File: src/rtl/hazard_pkg.sv
// rtl/hazard_pkg.sv - shared types and constants for the pipeline hazard controller
package hazard_pkg;

  typedef enum logic [1:0] {
    FWD_NONE = 2'b00,
    FWD_W    = 2'b01,
    FWD_M    = 2'b10
  } fwd_sel_t;

  localparam logic [1:0] RESULT_SRC_MEM = 2'b01;

  typedef enum logic {
    IDLE = 1'b0,
    BUSY = 1'b1
  } exu_state_t;

endpackage

File: src/rtl/hazard_forward.sv
// rtl/hazard_forward.sv - Execute-stage forwarding select for one source operand
module hazard_forward
  import hazard_pkg::*;
#(
  parameter int A_WIDTH = 5
) (
  input  logic [A_WIDTH-1:0] i_rs,
  input  logic [A_WIDTH-1:0] i_rd_m,
  input  logic [A_WIDTH-1:0] i_rd_w,
  input  logic               i_reg_write_m,
  input  logic               i_reg_write_w,
  output fwd_sel_t           o_sel
);

  // Memory wins over Writeback because it holds the younger value; x0 never forwards.
  always_comb begin
    o_sel = FWD_NONE;
    if (i_rs != '0) begin
      if (i_reg_write_m && (i_rd_m == i_rs)) begin
        o_sel = FWD_M;
      end else if (i_reg_write_w && (i_rd_w == i_rs)) begin
        o_sel = FWD_W;
      end
    end
  end

endmodule

File: src/rtl/hazard_unit.sv
// rtl/hazard_unit.sv - forwarding, stall/flush control, EXU busy FSM, watchdog and stall counter
module hazard_unit
  import hazard_pkg::*;
#(
  parameter int D_WIDTH        = 32,
  parameter int A_WIDTH        = 5,
  parameter int MAX_EXU_CYCLES = 64
) (
  input  logic               clk,
  input  logic               rst_n,
  input  logic [A_WIDTH-1:0] Rs1D,
  input  logic [A_WIDTH-1:0] Rs2D,
  input  logic [A_WIDTH-1:0] Rs1E,
  input  logic [A_WIDTH-1:0] Rs2E,
  input  logic [A_WIDTH-1:0] RdE,
  input  logic [A_WIDTH-1:0] RdM,
  input  logic [A_WIDTH-1:0] RdW,
  input  logic               RegWriteM,
  input  logic               RegWriteW,
  input  logic [1:0]         ResultSrcE,
  input  logic               PCSrcE,
  input  logic               ExuStartE,
  input  logic               ExuDoneE,
  input  logic               StallCountClr,
  output logic [1:0]         ForwardAE,
  output logic [1:0]         ForwardBE,
  output logic               StallF,
  output logic               StallD,
  output logic               StallE,
  output logic               FlushD,
  output logic               FlushE,
  output logic               FlushM,
  output logic               ExuBusy,
  output logic               ExuTimeout,
  output logic [D_WIDTH-1:0] StallCount
);

  localparam int CW = $clog2(MAX_EXU_CYCLES + 1);

  exu_state_t         r_state;
  logic [CW-1:0]      r_busy_cnt;
  logic               r_timeout;
  logic [D_WIDTH-1:0] r_stall_count;

  fwd_sel_t w_fwd_a;
  fwd_sel_t w_fwd_b;
  logic     w_lw_stall;
  logic     w_trip;
  logic     w_exu_stall;
  logic     w_busy;

  hazard_forward #(.A_WIDTH(A_WIDTH)) u_fwd_a (
    .i_rs(Rs1E), .i_rd_m(RdM), .i_rd_w(RdW),
    .i_reg_write_m(RegWriteM), .i_reg_write_w(RegWriteW), .o_sel(w_fwd_a)
  );

  hazard_forward #(.A_WIDTH(A_WIDTH)) u_fwd_b (
    .i_rs(Rs2E), .i_rd_m(RdM), .i_rd_w(RdW),
    .i_reg_write_m(RegWriteM), .i_reg_write_w(RegWriteW), .o_sel(w_fwd_b)
  );

  assign ForwardAE = w_fwd_a;
  assign ForwardBE = w_fwd_b;

  assign w_busy      = (r_state == BUSY);
  assign w_lw_stall  = (ResultSrcE == RESULT_SRC_MEM) && (RdE != '0) &&
                       ((RdE == Rs1D) || (RdE == Rs2D));
  assign w_trip      = w_busy && !ExuDoneE && (r_busy_cnt == CW'(MAX_EXU_CYCLES - 1));
  assign w_exu_stall = (!w_busy && ExuStartE && !ExuDoneE) ||
                       (w_busy && !ExuDoneE && !w_trip);

  // Priority: trip > exu stall > branch > load-use; branch and load-use are ignored while BUSY.
  always_comb begin
    StallF = 1'b0;
    StallD = 1'b0;
    StallE = 1'b0;
    FlushD = 1'b0;
    FlushE = 1'b0;
    FlushM = 1'b0;
    if (w_trip) begin
      FlushE = 1'b1;
    end else if (w_exu_stall) begin
      StallF = 1'b1;
      StallD = 1'b1;
      StallE = 1'b1;
      FlushM = 1'b1;
    end else if (!w_busy && PCSrcE) begin
      FlushD = 1'b1;
      FlushE = 1'b1;
    end else if (!w_busy && w_lw_stall) begin
      StallF = 1'b1;
      StallD = 1'b1;
      FlushE = 1'b1;
    end
  end

  always_ff @(posedge clk or negedge rst_n) begin
    if (!rst_n) begin
      r_state    <= IDLE;
      r_busy_cnt <= '0;
      r_timeout  <= 1'b0;
    end else begin
      case (r_state)
        IDLE: begin
          if (ExuStartE && !ExuDoneE && !PCSrcE) begin
            r_state    <= BUSY;
            r_busy_cnt <= '0;
          end
        end
        BUSY: begin
          if (ExuDoneE || w_trip) begin
            r_state <= IDLE;
          end else begin
            r_busy_cnt <= r_busy_cnt + 1'b1;
          end
        end
        default: r_state <= IDLE;
      endcase
      if (w_trip) begin
        r_timeout <= 1'b1;
      end
    end
  end

  always_ff @(posedge clk or negedge rst_n) begin
    if (!rst_n) begin
      r_stall_count <= '0;
    end else if (StallCountClr) begin
      r_stall_count <= '0;
    end else if (StallF && (r_stall_count != {D_WIDTH{1'b1}})) begin
      r_stall_count <= r_stall_count + 1'b1;
    end
  end

  assign ExuBusy    = w_busy;
  assign ExuTimeout = r_timeout;
  assign StallCount = r_stall_count;

endmodule

File: config.mk
export PLATFORM = sky130hd
export DESIGN_NAME = hazard_unit
export DESIGN_NICKNAME = d
export VERILOG_FILES = /design/src/rtl/hazard_pkg.sv /design/src/rtl/hazard_forward.sv /design/src/rtl/hazard_unit.sv
export SDC_FILE = /design/constraint.sdc
export NUM_CORES = 1
export LEC_CHECK = 0
export CAP_MARGIN = 0
export CORE_ASPECT_RATIO = 0.8
export CORE_MARGIN = 3
export CORE_UTILIZATION = 46
export CTS_CLUSTER_DIAMETER = 120
export CTS_CLUSTER_SIZE = 16
export DETAILED_ROUTE_END_ITERATION = 16
export PLACE_DENSITY = 0.88
export SLEW_MARGIN = 20
export SYNTH_ARGS = -nofsm -noshare
export SYNTH_HDL_FRONTEND = slang
export SYNTH_SLANG_ARGS = --single-unit
File: constraint.sdc
create_clock -name clk -period 3.4 [get_ports clk]
set_clock_uncertainty 0.2 [all_clocks]
set_input_delay 0.51 -clock clk [delete_from_list [all_inputs] [get_ports clk]]
set_output_delay 0.51 -clock clk [all_outputs]
set_load 0.03 [all_outputs]
; ---- Word level (Yosys, flattened, before mapping)
; Index checks and enable logic that the tools add are counted.
[classes]
n_mux = 26
eq_ne = 11
add_sub_neg = 2
n_reduce_logical = 28
bitwise = 1
[ops]
columns = op, n
row1 = 32-bit 2-to-1 mux, 2
row2 = 32-bit by 1-bit adder with 32-bit output (second input constant), 1
row3 = 32-bit != test (second input constant), 1
row4 = 5-bit == test, 6
row5 = 1-bit logical AND, 16
row6 = 1-bit 2-to-1 mux, 16
row7 = 5-bit nonzero test, 3
row8 = 7-bit 2-to-1 mux, 2
row9 = 7-bit case mux with 2 select lines, 1
row10 = 2-bit 2-to-1 mux, 4
row11 = 7-bit by 1-bit adder with 7-bit output (second input constant), 1
row12 = 7-bit by 6-bit == test with 1-bit output (second input constant), 1
row13 = 1-bit zero test, 4
row14 = 2-bit != test (second input constant), 2
row15 = 1-bit logical OR, 3
row16 = 2-bit by 1-bit == test with 1-bit output (second input constant), 1
row17 = 1-bit case mux with 2 select lines, 1
row18 = 2-bit AND reduction, 1
row19 = 2-bit nonzero test, 1
row20 = 1-bit inverter, 1
[word_totals]
reg_bits = 41
output_inout_bits = 44
wordCells = 72
inputBits = 45

; ---- Logic depth before layout (Yosys ltp)
; Gate-level depths: netlist of run 1.
[depth]
depth_word = 11
ltp_mapped = 10
mapped_depth_nobuf = 9

; ---- Cells and area by module
; Synthesis of run 1 repeated with hierarchy kept, for this count alone.
[hier_totals]
cells_unflattened = 315
area_unflattened_um2 = 2897.8
[by_module_without_submodules]
columns = module, cells_per_inst, n_inst, seq_area_each_um2, area_per_inst_um2
row1 = hazard_unit, 279, 1, 1026.0, 2632.5
row2 = hazard_forward, 18, 2, 0.0, 132.6

; ---- Worst setup path after synthesis of run 1
; Ideal clock, no wire load.
[synth_timing]
path_kind = register to output
start = reg r_state (netlist: ExuBusy)
end = out StallF
slack_ps = -353
path_buffers = 4
path_stages_with_launch = 9
required_time_ps = 2690
t_arrival_ps = 3043
path_cell_list = dfrtp_1 > clkbuf_1 > nor2_1 > a211oi_1 > a21oi_1 > clkbuf_1 > buf_2 > nor2_1 > buf_4
[synth_via]
elab_chain_len = 7
elab_cells_between_ends = 14
cone_classes = mux (4) / reduce/logical (10)
[synth_rtl]
columns = item, line_no
row1 = "start, declared", hazard_unit.sv:40  ; exu_state_t r_state;
row2 = "start signal, assigned", hazard_unit.sv:99  ; r_state <= IDLE;
row3 = "start signal, assigned", hazard_unit.sv:106  ; r_state <= BUSY;
row4 = "start signal, assigned", hazard_unit.sv:112  ; r_state <= IDLE;
row5 = 1-bit logical AND, "hazard_unit.sv:68, hazard_unit.sv:70"
row6 = 1-bit logical AND, hazard_unit.sv:68  ; assign w_trip = w_busy && !ExuDoneE && (r_busy_cnt == CW'(MAX_EXU_CYCLES - 1));
row7 = 1-bit zero test, hazard_unit.sv:70  ; (w_busy && !ExuDoneE && !w_trip);
row8 = 1-bit logical AND, hazard_unit.sv:70
row9 = 1-bit logical OR, hazard_unit.sv:69  ; assign w_exu_stall = (!w_busy && ExuStartE && !ExuDoneE) ||
row10 = 1-bit 2-to-1 mux, --
row11 = 1-bit 2-to-1 mux *, --
row12 = "end, declared", hazard_unit.sv:27  ; output logic StallF,
; Mark *: on every way between the ends. The rest lies on a longest branch, timed or not.

; ---- Final worst setup path of run 1
[layout_timing]
start = in Rs2E[1]
end = out ForwardBE[1]
[layout_via]
elab_chain_len = 4
elab_cells_between_ends = 5
cone_classes = eq/ne (1) / mux (2) / reduce/logical (2)
[layout_rtl]
columns = item, line_no
row1 = "start, declared", hazard_unit.sv:14  ; input logic [A_WIDTH-1:0] Rs2E,
row2 = 5-bit == test, hazard_forward.sv:19  ; if (i_reg_write_m && (i_rd_m == i_rs)) begin
row3 = 1-bit logical AND, hazard_forward.sv:19
row4 = 2-bit 2-to-1 mux, hazard_forward.sv:19
row5 = 2-bit 2-to-1 mux *, hazard_forward.sv:18  ; if (i_rs != '0) begin
row6 = "end, declared", hazard_unit.sv:26  ; output logic [1:0] ForwardBE,
; Marks and branches as above.

==> out/results.ini, run 1 <==
[timing]
holdWs_ps = 150
postLayoutSetupSlackWorst_ps = 132
final.setup.tns_ps = 0
worst_pin_slew_ps = 958
drv_slew = 0
slew_headroom_pct = 36.2
fmax_mhz = 306
min_tclk_post_route_ps = 3270
finalCritPeriodShare_pct = 96.1
count_of_final_setup_violators = 0
grt_setup_unrepaired = false
hold_viol = 0

[cts]
cts.clk_slew.worst_paths_ps = 80
cts_hold_repair.buffers = 0
clock_tree.htree_level_count = 2
cts.root.buffer_cell = sky130_fd_sc_hd__clkbuf_8
tritoncts = done
clock-sinks = 41
insertion_delay_ps = 310
clock_path_buffers = 2
tritoncts.num_buffers = 5

[synthesis]
ys.warnings.count = 0
netlist_top_cells_area = sky130_fd_sc_hd__dfrtp_1 (39%), sky130_fd_sc_hd__xnor2_1 (16%), sky130_fd_sc_hd__nor2_1 (6.3%), sky130_fd_sc_hd__xor2_1 (4.7%), sky130_fd_sc_hd__nor3_1 (3.8%)
post_synth_most_frequent_cells = sky130_fd_sc_hd__xnor2_1 (48), sky130_fd_sc_hd__nor2_1 (44), sky130_fd_sc_hd__dfrtp_1 (41), sky130_fd_sc_hd__nand2_1 (22), sky130_fd_sc_hd__nor3_1 (20)
synth_compound_gate_area_share_pct = 4.37
ys_ff_latch = 41
synth.distinct_cells = 38
count_of_flip_flops_with_a_built_in_enable_after_synthesis = 0
synth-main-ff-cell = sky130_fd_sc_hd__dfrtp_1
post-synth-top-count-cell = sky130_fd_sc_hd__xnor2_1
syn-instance-count = 301
post_synth_and_or_nand_nor_area_fraction_pct = 31.0
post_synth.cell_area_avg_um2 = 8.75
synth.yosys.seq_area_share_pct = 38.9
synth_top_area_share_pct = 38.9
dominant_combinational_cell_family_by_area_after_synthesis = simple AND/OR/NAND/NOR gates
syn-cell-area_mm2 = 0.00264
synth-xor-area-share_pct = 20.6
ffs_w_async_s_r_synth_pct = 100
post_synth_mux_area_share_pct = 0.997
synth-adder-area-share_pct = 0.950
synth_largest_area_cell = sky130_fd_sc_hd__dfrtp_1
syn-num-nets = 348

[place]
dpl.hpwl_um = 5990
pre_cts_slack_ps = 0.617
placed_instances = 463
gp_congestion = 0.902
numPortBuffers = 88
placed_cell_area_mm2 = 0.00365

[global_routing]
gr-usage-all-layers_pct = 24.0
via_count_of_the_first_global_routing_pass = 2632
grt_start_max_net_pins = 42
wire_length_of_the_first_global_routing_pass_um = 12800
grt_antenna_before_repair = 0
grt_overflow_total = 0

[floorplanning]
starting_density_of_the_core_pct = 50.0
std_cell_rows = 23
die_height_um = 73.7
die_area_mm2 = 0.00668
io_pins = 89
die_width_um = 90.6
core_mm2 = 0.00527

[worst_hold_path]
type_of_the_tightest_min_delay_check = input pin to async pin

[layout]
antennaDiodeCount = 0
share_of_the_core_filled_with_cells_pct = 71.7
syn2layout_area_growth_pct = 43.4
num-fill-cells = 398
multi_input_comb_area_mm2 = 0.00156
stdcell_area_mm2 = 0.00378
final_net_count = 442
layout-drive-gt1-share_pct = 8.59
final_cell_count_no_fill = 471
regArea_mm2 = 0.00103

[detailed_routing]
via_count = 2673
route.met3.wl_um = 436
wl_met1_um = 3430
detail_route.wl_per_cell_um = 17.0
drt_iter0_markers = 252
routed-wl-met2_um = 3940
drc = 0
routed_wirelength_um = 8020
route.detailed.vias_per_inst = 5.68
drt_pass1_iterations = 5
antenna_left = 0
routed.top_layer = met4

[job]
max_cap_viol_count = 0

[run_status]
outcome = finished, final reports clean

[critical_path]
r2r-start = StallCount[0]
critPathLaunch = Rs2E[1]
arrival_ps = 2560
critical_path_required_ps = 2690
endpoint_kind = output pin
ff2ff_setup_slack_ps = 330
critPathMaxFanout = 3
startpoint_type = input pin
critPathKind = input pin to output pin

[power_and_ir_drop]
fin_total_pwr_mw = 1.16
worst_ir_drop_vdd_mv = 0.185
power.density_mw_per_mm2 = 307
power.leakage_nw = 1.48

layout by cell type, fill, tap and decap left out, types with 3 or more instances in the layout:
master and n:
sky130_fd_sc_hd__o21ai_0 3, sky130_fd_sc_hd__nand3_1 16, sky130_fd_sc_hd__nor4_1 15, sky130_fd_sc_hd__nor3_1 20
sky130_fd_sc_hd__a21oi_1 5, sky130_fd_sc_hd__xnor2_1 48, sky130_fd_sc_hd__inv_1 6, sky130_fd_sc_hd__a21o_1 3
sky130_fd_sc_hd__clkbuf_8 6, sky130_fd_sc_hd__dfrtp_1 41, sky130_fd_sc_hd__or4_1 4, sky130_fd_sc_hd__nand4_1 11
sky130_fd_sc_hd__buf_4 14, sky130_fd_sc_hd__nor2_1 44, sky130_fd_sc_hd__xor2_1 14, sky130_fd_sc_hd__and3_1 7
sky130_fd_sc_hd__nand2_1 22, sky130_fd_sc_hd__clkdlybuf4s50_1 84, sky130_fd_sc_hd__nor2b_1 4
metal layers:
layer	up-vias	GRT usage, %
met3	22	5.12
met2	111	40.8
met4	0	8.32
met1	1310	30.8
met5	-	0
li1	1230	-
worst max-delay path, stage by stage:
cell,delay [ps]
sky130_fd_sc_hd__clkdlybuf4s50_1,500
sky130_fd_sc_hd__xor2_1,180
sky130_fd_sc_hd__nor4_1,380
sky130_fd_sc_hd__nand3_1,160
sky130_fd_sc_hd__nor2_1,140
sky130_fd_sc_hd__clkdlybuf4s50_1,690
sequential cells by signal, indices dropped and copies added (netlist names):
signal      cells
r_busy_cnt      7
ExuBusy         1
ExuTimeout      1
StallCount     32
final cells by class:
| cell class | count | share of cell area [%] |
|---|---|---|
| clock inverter | 1 | 0.795 |
| timing repair buffer | 100 | 25.5 |
| tap | 75 | 2.48 |
| sequential | 41 | 27.2 |
| clock buffer | 7 | 2.29 |
| multi-input combinational | 241 | 41.2 |
| inverter | 6 | 0.596 |
report_power, final:
group	total (mW)	switching [mW]	internal (mW)
Sequential	0.514	0.0147	0.499
Clock	0.417	0.178	0.240
Combinational	0.229	0.119	0.110
Total	1.16	0.312	0.849
kinds of logic after synthesis:
kind of cell,Yosys count
simple gates,158
xor+xnor,62
flops,41
buf+inv,19
compound gates,17
mux,2
fa+ha+maj,2
path summary, 6_finish.rpt:
kind                                       end  cells past startpoint
max in group asynchronous       StallCount[27]                      1
worst min-delay path             r_busy_cnt[6]                      1
worst max register to register  StallCount[28]                      8
min in group clk                    ExuTimeout                      1
worst min register to register      ExuTimeout                      1
worst max-delay path              ForwardBE[1]                      6
repair_timing:
action | 4_1_cts | 5_1_grt
setup endpoints to repair | 0 | 2
gates resized for setup | 0 | 3
setup buffers | 0 | 0
(Power assumes the default switching activity.)
==> inputs of run 2 (changes only) <==
RECOVER_POWER = 25   (was unset)
==> run 2 against run 1 <==
  * The flow now finishes with violations (capacitance limit, slew limit)
  * Hold slack better by 120 ps
  * Flip-flop and latch count unchanged
  * Critical path depth unchanged
  * Sequential power about the same
  * Non-clock buffer count unchanged
  * Core utilization about the same
  * Global-route usage unchanged
  * Via count down 0.30%
  * Largest cell class unchanged
  * Largest power group unchanged
==> out/results.ini, run 2 (synthesis results as in run 1) <==
[timing]
grt_setup_unrepaired = false
slew_headroom_pct = -52.6  ; -89 points
drv_slew = 42  ; +42
fmax_mhz = 306  ; unchanged
hold_viol = 0  ; unchanged
count_of_final_setup_violators = 0  ; unchanged
min_tclk_post_route_ps = 3270  ; unchanged
worst_pin_slew_ps = 2290  ; +1330 ps
finalCritPeriodShare_pct = 96.1  ; unchanged
final.setup.tns_ps = 0  ; unchanged

[critical_path]
timing.rr.end = StallCount[28]
critPathKind = input pin to output pin
endpoint_kind = output pin
r2r-start = StallCount[0]
worstRegToRegCells = 8  ; unchanged
critical_path_required_ps = 2690  ; about the same
arrival_ps = 2560  ; about the same
startpoint_type = input pin
ff2ff_setup_slack_ps = 370  ; +40 ps
critPathMaxFanout = 3  ; unchanged

[detailed_routing]
route.detailed.vias_per_inst = 5.66  ; -0.30%
routed_wirelength_um = 8000  ; -0.14%
drc = 0  ; unchanged
drt_iter0_markers = 252  ; unchanged
detail_route.wl_per_cell_um = 17.0  ; -0.14%
via_count = 2665  ; -0.30%
antenna_left = 0  ; unchanged
drt_pass1_iterations = 5  ; unchanged

[global_routing]
grt_antenna_before_repair = 0  ; unchanged
wire_length_of_the_first_global_routing_pass_um = 12800  ; unchanged
via_count_of_the_first_global_routing_pass = 2632  ; unchanged
grt_overflow_total = 0  ; unchanged
grt_start_max_net_pins = 42  ; unchanged
gr-usage-all-layers_pct = 24.0  ; unchanged

[cts]
cts_setup_buffers = 0  ; unchanged
cts_hold_repair.buffers = 0  ; unchanged
clock_path_buffers = 2  ; unchanged
clock-sinks = 41  ; unchanged
clock_tree.htree_level_count = 2  ; unchanged
tritoncts.num_buffers = 5  ; unchanged
insertion_delay_ps = 310  ; about the same
cts.root.buffer_cell = sky130_fd_sc_hd__clkbuf_8
cts.clk_slew.worst_paths_ps = 80  ; about the same
tritoncts = done

[power_and_ir_drop]
power_frac_seq_pct = 44.3  ; about the same
p_int_uw = 849  ; about the same
power.clock.fraction_pct = 36.0  ; about the same
power_switching_share_pct = 26.8  ; about the same
worst_ir_drop_vdd_mv = 0.185  ; about the same
power.leakage_nw = 1.48  ; -0.19%
fin_total_pwr_mw = 1.16  ; about the same
switchingPower_uw = 311  ; about the same
comb_power_share_pct = 19.8  ; about the same
power.density_mw_per_mm2 = 307  ; about the same

[worst_hold_path]
min_delay_startpoint = ExuTimeout
type_of_the_tightest_min_delay_check = register to register
whs_endpoint = ExuTimeout
worst_hold_path.num_cells = 1

[job]
max_cap_viol_count = 1  ; +1

[layout]
final_net_count = 442  ; unchanged
layout.cells.most_common = sky130_fd_sc_hd__clkdlybuf4s50_1
layout-drive-gt1-share_pct = 8.33  ; -0.25 points
antennaDiodeCount = 0  ; unchanged
syn2layout_area_growth_pct = 43.3  ; about the same
largest_reg_flops = 32  ; unchanged
layout.cells.most_common_list = sky130_fd_sc_hd__clkdlybuf4s50_1 (84), sky130_fd_sc_hd__xnor2_1 (48), sky130_fd_sc_hd__nor2_1 (44)

[floorplanning]
starting_density_of_the_core_pct = 50.0  ; unchanged
core_mm2 = 0.00527  ; unchanged
std_cell_rows = 23  ; unchanged
io_pins = 89  ; unchanged
die_area_mm2 = 0.00668  ; unchanged
die_width_um = 90.6  ; unchanged
die_height_um = 73.7  ; unchanged

[place]
dpl.hpwl_um = 5990  ; unchanged
gp_congestion = 0.902  ; unchanged
numPortBuffers = 88  ; unchanged

[run_status]
failing_checks = capacitance limit, slew limit
outcome = finished with violations

[run 2: worst max-delay path by stage]
stage	slack (ps)	start	cells after the start	endpoint
floorplan	80	ExuBusy	8	StallF
global placement	150	RdE[2]	7	FlushE
detailed placement	0.6	Rs1E[1]	6	ForwardAE[1]
CTS	6	Rs1E[1]	6	ForwardAE[1]
global route	50	Rs2E[1]	5	ForwardBE[0]
finish	130	Rs2E[1]	6	ForwardBE[1]
[run 2: area by class of cell]
class | count | area (µm²)
inverters | 6 | 22.5
clock buffers | 7 | 86.3
flip-flops and latches | 41 | 1030
repair buffers | 100 | 962
fillers | 399 | 1490
multi-input cells | 241 | 1560
well taps | 75 | 93.8
clock inverters | 1 | 30.0
[run 2: critical path, cell delays in order]
cell	delay, ps
sky130_fd_sc_hd__clkdlybuf4s50_1	500
sky130_fd_sc_hd__xor2_1	180
sky130_fd_sc_hd__nor4_1	380
sky130_fd_sc_hd__nand3_1	160
sky130_fd_sc_hd__nor2_1	140
sky130_fd_sc_hd__clkdlybuf4s50_1	690
[run 2: metrics by stage]
stage               std cells  util, %  hold slack (ps)  area [µm²]  setup slack (ps)
global placement          463     69.2              242        3650               145
global route              471     71.7              279        3780              50.4
detailed placement        463     69.2              247        3650             0.617
finish                    471     71.7              268        3780               132
CTS                       471     71.4              182        3760              5.66
floorplan                 301        -             14.4        2650              84.4
[run 2: power by group through the flow]
stage	combinational, mW	clock (mW)	sequential, mW
CTS	0.226	0.416	0.513
detailed placement	0.225	0	0.523
global route	0.247	0.434	0.516
finish	0.229	0.417	0.514
global placement	0.218	0	0.521
floorplan	0.104	0	0.523
[run 2: repair_timing]
item	in CTS	in global routing
setup endpoints to repair	0	2
resized for setup	0	3
endpoints found under the hold margin	0	0
[run 2: layer usage]
layer / up-vias / global-route usage [%] / wire length [µm]
met5: - / 0 / 0
met3: 22 / 5.12 / 438
met1: 1308 / 30.8 / 3420
li1: 1230 / - / -
met2: 105 / 40.8 / 3940
met4: 0 / 8.32 / 203
